==> src/rtl/kbd_matrix_mapper.sv <==
// Table-driven PS/2 scancode to keyboard-matrix translator.
// A host-loaded map RAM picks the matrix cell for each event. F11 and F10 drive the reset and NMI hotkeys.
module kbd_matrix_mapper #(
  parameter int COLS       = 8,
  parameter int ROWS       = 8,
  parameter int COLW       = 3,
  parameter int ROWW       = 3,
  parameter int FIFO_DEPTH = 4,
  parameter int RST_PULSE  = 16
) (
  input  logic                 i_clk_sys,
  input  logic                 i_reset,
  input  logic                 i_key_strobe,
  input  logic                 i_key_pressed,
  input  logic                 i_key_extended,
  input  logic [7:0]           i_key_code,
  input  logic                 i_map_we,
  input  logic [8:0]           i_map_addr,
  input  logic [COLW+ROWW:0]   i_map_data,
  input  logic                 i_clear_all,
  input  logic [COLW-1:0]      i_col,
  output logic [ROWS-1:0]      o_ROWbit,
  output logic                 o_swrst,
  output logic                 o_swnmi,
  output logic                 o_any_key,
  output logic                 o_ovf
);

  localparam int MW = 1 + COLW + ROWW;
  localparam int AW = $clog2(FIFO_DEPTH);
  localparam int CW = $clog2(RST_PULSE + 1);

  localparam logic [1:0] ST_IDLE   = 2'd0;
  localparam logic [1:0] ST_LOOKUP = 2'd1;
  localparam logic [1:0] ST_APPLY  = 2'd2;

  logic [9:0]                 r_fifoMem [FIFO_DEPTH];
  logic [AW:0]                r_wrPtr;
  logic [AW:0]                r_rdPtr;
  logic                       r_ovf;
  logic [1:0]                 r_state;
  logic [9:0]                 r_evt;
  logic [MW-1:0]              r_mapRam [512];
  logic [MW-1:0]              r_entry;
  logic [COLS-1:0][ROWS-1:0]  r_keys;
  logic                       r_swrstHeld;
  logic [CW-1:0]              r_swrstCnt;
  logic                       r_swnmi;
  logic [ROWS-1:0]            r_rowBit;
  logic                       r_anyKey;

  logic                       w_empty;
  logic                       w_full;
  logic                       w_pop;
  logic                       w_push;
  logic                       w_entryValid;
  logic [COLW-1:0]            w_entryCol;
  logic [ROWW-1:0]            w_entryRow;
  logic                       w_entryInRange;
  logic                       w_isF11;
  logic                       w_isF10;
  logic [ROWS-1:0]            w_rowNext;

  assign w_empty = (r_wrPtr == r_rdPtr);
  assign w_full  = (r_wrPtr[AW] != r_rdPtr[AW]) && (r_wrPtr[AW-1:0] == r_rdPtr[AW-1:0]);
  assign w_pop   = (r_state == ST_IDLE) && !w_empty;
  // A pop in the same cycle frees a slot, so a strobe on a full FIFO is still accepted then.
  assign w_push  = i_key_strobe && (!w_full || w_pop);

  always_ff @(posedge i_clk_sys) begin
    if (w_push) begin
      r_fifoMem[r_wrPtr[AW-1:0]] <= {i_key_pressed, i_key_extended, i_key_code};
    end
  end

  always_ff @(posedge i_clk_sys) begin
    if (i_reset) begin
      r_wrPtr <= '0;
      r_rdPtr <= '0;
      r_ovf   <= 1'b0;
    end else begin
      if (w_push) begin
        r_wrPtr <= r_wrPtr + (AW+1)'(1);
      end
      if (w_pop) begin
        r_rdPtr <= r_rdPtr + (AW+1)'(1);
      end
      if (i_key_strobe && !w_push) begin
        r_ovf <= 1'b1;
      end
    end
  end

  always_ff @(posedge i_clk_sys) begin
    if (i_reset) begin
      r_state <= ST_IDLE;
      r_evt   <= '0;
    end else begin
      case (r_state)
        ST_IDLE: begin
          if (w_pop) begin
            r_evt   <= r_fifoMem[r_rdPtr[AW-1:0]];
            r_state <= ST_LOOKUP;
          end
        end
        ST_LOOKUP: begin
          if (!i_map_we) begin
            r_state <= ST_APPLY;
          end
        end
        ST_APPLY: r_state <= ST_IDLE;
        default:  r_state <= ST_IDLE;
      endcase
    end
  end

  // Single-port map RAM: a host write owns the port and defers the LOOKUP read by a cycle.
  always_ff @(posedge i_clk_sys) begin
    if (i_map_we) begin
      r_mapRam[i_map_addr] <= i_map_data;
    end else if (r_state == ST_LOOKUP) begin
      r_entry <= r_mapRam[r_evt[8:0]];
    end
  end

  assign w_entryValid   = r_entry[MW-1];
  assign w_entryCol     = r_entry[COLW+ROWW-1:ROWW];
  assign w_entryRow     = r_entry[ROWW-1:0];
  assign w_entryInRange = w_entryValid && (int'(w_entryCol) < COLS) && (int'(w_entryRow) < ROWS);
  assign w_isF11        = !r_evt[8] && (r_evt[7:0] == 8'h78);
  assign w_isF10        = !r_evt[8] && (r_evt[7:0] == 8'h09);

  always_ff @(posedge i_clk_sys) begin
    if (i_reset) begin
      r_keys      <= '0;
      r_swrstHeld <= 1'b0;
      r_swrstCnt  <= '0;
      r_swnmi     <= 1'b0;
    end else begin
      if (r_swrstCnt != '0) begin
        r_swrstCnt <= r_swrstCnt - CW'(1);
      end
      if (i_clear_all) begin
        r_keys      <= '0;
        r_swrstHeld <= 1'b0;
        r_swnmi     <= 1'b0;
      end else if (r_state == ST_APPLY) begin
        for (int c = 0; c < COLS; c++) begin
          for (int r = 0; r < ROWS; r++) begin
            if (w_entryInRange && (int'(w_entryCol) == c) && (int'(w_entryRow) == r)) begin
              r_keys[c][r] <= r_evt[9];
            end
          end
        end
        if (w_isF11) begin
          r_swrstHeld <= r_evt[9];
          if (r_evt[9]) begin
            r_swrstCnt <= CW'(RST_PULSE);
          end
        end
        if (w_isF10) begin
          r_swnmi <= r_evt[9];
        end
      end
    end
  end

  always_comb begin
    w_rowNext = '1;
    for (int c = 0; c < COLS; c++) begin
      if (int'(i_col) == c) begin
        w_rowNext = ~r_keys[c];
      end
    end
  end

  always_ff @(posedge i_clk_sys) begin
    if (i_reset) begin
      r_rowBit <= '1;
      r_anyKey <= 1'b0;
    end else begin
      r_rowBit <= w_rowNext;
      r_anyKey <= |r_keys;
    end
  end

  assign o_ROWbit  = r_rowBit;
  assign o_swrst   = r_swrstHeld || (r_swrstCnt != '0);
  assign o_swnmi   = r_swnmi;
  assign o_any_key = r_anyKey;
  assign o_ovf     = r_ovf;

endmodule

==> config.mk <==
export PLATFORM = sky130hd
export DESIGN_NAME = kbd_matrix_mapper
export DESIGN_NICKNAME = d
export VERILOG_FILES = /design/src/rtl/kbd_matrix_mapper.sv
export SDC_FILE = /design/constraint.sdc
export NUM_CORES = 2
export LEC_CHECK = 0
export BUFFER_PORTS_ARGS = -buffer_cell sky130_fd_sc_hd__buf_2
export CAP_MARGIN = 20
export CELL_PAD_IN_SITES_DETAIL_PLACEMENT = 0
export CELL_PAD_IN_SITES_GLOBAL_PLACEMENT = 1
export CORE_ASPECT_RATIO = 1.25
export CORE_MARGIN = 2
export CORE_UTILIZATION = 56
export DETAILED_ROUTE_END_ITERATION = 8
export PLACE_DENSITY = 0.75
export SETUP_SLACK_MARGIN = 0.2
export SLEW_MARGIN = 20
export SYNTH_ARGS = -nofsm -noshare
export SYNTH_HDL_FRONTEND = slang
export SYNTH_SLANG_ARGS = --single-unit
==> constraint.sdc <==
create_clock -name i_clk_sys -period 2.95 [get_ports i_clk_sys]
set_input_delay 0.7375 -clock i_clk_sys [delete_from_list [all_inputs] [get_ports i_clk_sys]]
set_output_delay 0.7375 -clock i_clk_sys [all_outputs]
set_load 0.02 [all_outputs]
# After elaboration in Yosys (flattened, before gate mapping)
# Memories as Yosys holds them, arrays and structs flattened. A register that Yosys moved wholly into a read port is not among the register bits.
# Index checks and enable logic that the tools add are counted.
# Widths: inputs -> output; s select.
totals:
  wordCells: 297
  mem_count: 2
  register_bits: 89
  in_bits: 34
  ram_bits: 3624
classes:
  n_addsub: 3
  n_eq_ne: 30
  n_mux: 20
  bitwise: 9
  reduce_logical: 160
mem_list:
  columns: ["memory", "depth", "width", "read_ports", "rd_clocked_by_memory_dff", "wr", "line", "source"]
  rows:
  - ["r_mapRam", 512, 7, 1, 1, 1, "43", "logic [MW-1:0] r_mapRam [512];"]
  - ["r_fifoMem", 4, 10, 1, 1, 1, "37", "logic [9:0] r_fifoMem [FIFO_DEPTH];"]
ops:
  columns: ["cell", "n"]
  rows:
  - ["$reduce_and 2->1", 69]
  - ["$logic_and 1x1->1", 78]
  - ["$mux 8", 8]
  - ["$not 8->8", 8]
  - ["$reduce_or 64->1", 1]
  - ["$eq 3x3->1 const B", 12]
  - ["$mux 5", 5]
  - ["$eq 3x2->1 const B", 6]
  - ["$eq 3x1->1 const B", 3]
  - ["$logic_not 3->1", 3]
  - ["$eq 8x4->1 const B", 1]
  - ["$eq 8x7->1 const B", 1]
  - ["$add 3x1->3 const B", 2]
  - ["$reduce_bool 5->1", 1]
  - ["$sub 5x1->5 const B", 1]
  - ["$logic_not 1->1", 4]
  - ["$mux 1", 4]
  - ["$mux 2", 2]
  - ["$ne 2x2->1 const B", 2]
  - ["$pmux 2 s2", 1]
  - ["$eq 3x3->1", 1]
  - ["$eq 2x1->1 const B", 1]
  - ["$eq 2x2->1", 1]
  - ["$eq 2x2->1 const B", 1]
  - ["5 further kinds", 6]

# Logic depth before layout (Yosys ltp)
depth:
  ltp_word: 9
  depth_mapped: 13
  depth_no_buf: 7

# Worst setup path after synthesis
# No wires, ideal clock.
synth_path:
  path_type: "reg2reg"
  from: "register r_evt[1] (read register of r_fifoMem)"
  to: "register r_entry[6] (read register of r_mapRam), data pin"
  path_stages_with_launch: 11
  arrival_ns: 2.421
  n_path_buf: 4
  slack_ns: 0.268
  setup_ns: 0.261
  cell_sequence: "dfxtp_1 -> buf_4 -> buf_2 -> buf_2 -> clkbuf_1 -> mux4_2 -> a221oi_1 -> o22ai_1 -> nor3_1 -> nor2_1 -> o32a_1"
synth_lines:
  columns: ["item", "line", "source"]
  rows:
  - ["from (decl)", "42", "logic [9:0] r_evt;"]
  - ["to (decl)", "44", "logic [MW-1:0] r_entry;"]

==> impl_metrics.tcl <==
set metrics [dict create \
    start_util_pct 56.15 \
    timing.rr.end "r_entry[3]$_DFFE_PP_" \
    drt-initial-drc-count 10521 \
    setup_ws_ns -0.3735 \
    r2r_cells 10 \
    yosysTopAreaCellShare_pct 75.08 \
    hp-start "i_key_extended" \
    crit_arrival_ns 3.98 \
    finalNetCount 8722 \
    drive_gt1_share_pct 34.67 \
    timing.fmax_mhz 300.9 \
    cts-root-buf "clkbuf_16" \
    finalSetupTns_ns -2.120 \
    critPathBufInv 3 \
    slowest_stage "dfxtp_4" \
    syn_inst 7200 \
    cts_buffers 350 \
    path_cells "buf_12, nor2b_4, buf_4, a22oi_1, o211ai_1, nand2_1, or4_1, o211ai_1, buf_4, a32oi_1" \
    gp_congestion 0.9199 \
    yosysWarnings 0 \
    ys_top_cells_by_area "edfxtp_1 75%, mux4_2 13%, mux2i_1 2.0%, nor2_1 1.6%, dfxtp_1 1.4%" \
    yosysTopAreaCell "edfxtp_1" \
    tightest_slew_ns 1.024 \
    grt_max_degree 122 \
    place_inst 11602 \
    antenna_left 0 \
    min_to "r_fifoMem[0][8]$_DFFE_PP_" \
    seq_area_um2 111000 \
    synth_nets 7240 \
    finalCriticalPeriod_ns 3.324 \
    synth_ff_type "edfxtp_1" \
    power_uw 145600 \
    core_um2 258600 \
    gr-total-overflow 0 \
    hp-class "input pin to flop" \
    finalMaxSlewViolations 0 \
    synth.distinct_cells 65 \
    hold_violations 0 \
    first_global_vias 80449 \
    skew_ns 0.04729 \
    r2r-start "r_evt[2]$_SDFFE_PP0P_" \
    cp-end-kind "flop" \
    dr_total_vias 79787 \
    drt-total-wl_mm 411.4 \
    cts_sinks 3730 \
    fin_cells 12333 \
    synth_seq_cells 3730 \
    critPathMaxStageDelay_ns 0.62 \
    route.detailed.drc 0 \
    firstDrtPassIters 7 \
    synth_edf_count 3631 \
    netlist_area_um2 145200 \
    tritoncts "done" \
    syn_avg_cell_area_um2 20.17 \
    rsz0062_at_grt "yes" \
    antenna_found_initial 16 \
    powerDensity_nw_per_um2 836.2 \
    required_ns 3.61 \
    path_class "flop to flop" \
    cpLargestDelayFamily "simple AND/OR/NAND/NOR gates" \
    ios 46 \
    clk_pin_slew_ns 0.07 \
    startpoint_type "flop" \
    io_buffers 45 \
    die_h_um 573.4 \
    power.leakage_uw 0.05618 \
    finalSetupViolations 7 \
    yosysSeqAreaShare_pct 76.44 \
    cp_max_fo 11 \
    ir_drop_v 0.0004803 \
    route.detailed.wl_per_inst_um 33.35 \
    violations "negative setup slack" \
    min_path_cells 1 \
    fillers 16335 \
    cts_max_level 5 \
    multi_input_area_um2 32780 \
    row_count 209 \
    cts_buffer_depth 4 \
    ff2ff_setup_slack_ns -0.37 \
    drv_cap 0 \
    clk_latency_ns 0.91 \
    async_flop_share_pct 0 \
    slew_headroom_pct 31.72 \
    avgViaCountPerCell 6.469 \
    die_area_um2 263500 \
    finalCritPeriodShare_pct 112.7 \
    hpwlAfterDp_mm 271.4 \
    status "finished with violations" \
    syn_to_final_growth_pct 19.91 \
    grtUsageTotal_pct 31.15 \
    die_width_um 459.5 \
    grt_pass1_wl_mm 583.5 \
]
-- layer usage --
| metal | vias to the layer above | share of wire, % | global-route usage [%] |
|---|---|---|---|
| met2 | 4359 | 50 | 51.43 |
| met4 | 8 | 5.6 | 14.82 |
| met1 | 41875 | 36 | 40.63 |
| met3 | 899 | 8.9 | 5.288 |
| met5 | - | 0.014 | 0 |
| li1 | 32646 | - | - |
-- cell usage after synthesis (10+ instances only) --
cell type / count
o211ai_1: 15
buf_2: 128
nand4_1: 22
nor3b_1: 11
a221oi_1: 50
edfxtp_1: 3631
nand3_1: 122
clkbuf_1: 205
nor2b_1: 25
nor2_1: 625
a21oi_1: 159
mux2_2: 16
buf_6: 28
buf_4: 70
buf_1: 29
nand2_1: 206
inv_1: 14
o22ai_1: 48
and3_1: 10
a22o_1: 39
a31oi_1: 25
mux4_2: 833
nor4_1: 18
mux2i_1: 297
nand2b_1: 19
a22oi_1: 215
o21ai_0: 68
o221ai_1: 12
and2_1: 16
nor3_1: 15
dfxtp_1: 99
-- power by group --
group / switching, uW / internal (uW) / total (uW) / leakage, uW
logic: 22300 / 19000 / 41200 / 0.0172
registers: 470 / 58400 / 58800 / 0.0334
clock network: 19400 / 26100 / 45500 / 0.00555
-- how the worst max path moves through the flow --
stage	from	to	slack, ns	cells past startpoint
after floorplan	r_evt[1]$_SDFFE_PP0P_	r_entry[6]$_DFFE_PP_	0.27	10
after global placement	r_evt[0]$_SDFFE_PP0P_	r_entry[3]$_DFFE_PP_	-1.04	10
after detailed placement	r_evt[0]$_SDFFE_PP0P_	r_entry[3]$_DFFE_PP_	-1.03	10
after CTS	r_evt[0]$_SDFFE_PP0P_	r_entry[3]$_DFFE_PP_	-0.34	11
after global routing	r_evt[0]$_SDFFE_PP0P_	r_entry[3]$_DFFE_PP_	-0.35	11
final	r_evt[2]$_SDFFE_PP0P_	r_entry[3]$_DFFE_PP_	-0.37	10
-- registers in the layout, indices dropped and copies added (netlist names) --
register and cells:
o_ROWbit 8, o_any_key 1, o_ovf 1, o_swnmi 1
r_entry 7, r_evt 10, r_fifoMem 40, r_keys 64
r_mapRam 3584, r_rdPtr 3, r_state 2, r_swrstCnt 5
r_swrstHeld 1, r_wrPtr 3
-- layout make-up --
class / instances / share of cell area [%]
timing repair buffer: 1592 / 8.417
sequential: 3730 / 63.77
clock inverter: 205 / 1.282
clock buffer: 417 / 5.247
multi-input combinational: 2994 / 18.82
inverter: 14 / 0.03018
tap: 3376 / 2.426
antenna: 5 / 0.007185
-- cells by family (layout without fill, tap and decap cells) --
family / count (synthesis) / after routing / synth area share [%]
adders and majority gates: 6 / 6 / 0.05169
DFF: 3730 / 3730 / 76.44
and+or+nand+nor: 1128 / 1128 / 3.356
xor gates and xnor gates: 10 / 10 / 0.06031
muxes: 1146 / 1146 / 15.09
AOI/OAI and AO/OA: 704 / 704 / 3.319
buffers and inverters: 476 / 2228 / 1.682
other: 0 / 5 / 0
-- layout by cell type, fill, tap and decap left out, drive strengths merged, types with 122 or more instances in the layout --
cell	netlist	final
a21oi	159	159
a22oi	215	215
buf	257	1579
clkbuf	205	419
clkinv	0	139
edfxtp	3631	3631
mux2i	297	297
mux4	833	833
nand2	206	206
nand3	122	122
nor2	625	625
-- what timing repair did --
action | CTS | global route
resized for setup | 159 | 58
setup endpoints to repair | 8 | 8
pin swaps | 35 | 27
hold buffers | 5 | 0
cloned | 9 | 2
setup buffers | 37 | 51
hold endpoints to repair | 18 | 0
-- through the flow --
| step | area, um2 | util (%) | setup WS, ns | hold WS (ns) |
|---|---|---|---|---|
| after global routing | 174100 | 67.33 | -0.3529 | 0.03237 |
| after CTS | 173400 | 67.04 | -0.3391 | 0.001978 |
| after detailed placement | 160600 | 62.09 | -1.028 | 0.4665 |
| final | 174100 | 67.33 | -0.3735 | 0.05599 |
| after floorplan | 145200 | - | 0.2677 | 0.4458 |
| after global placement | 160600 | 62.09 | -1.041 | 0.4459 |
Power figures use the tool's default switching activity.
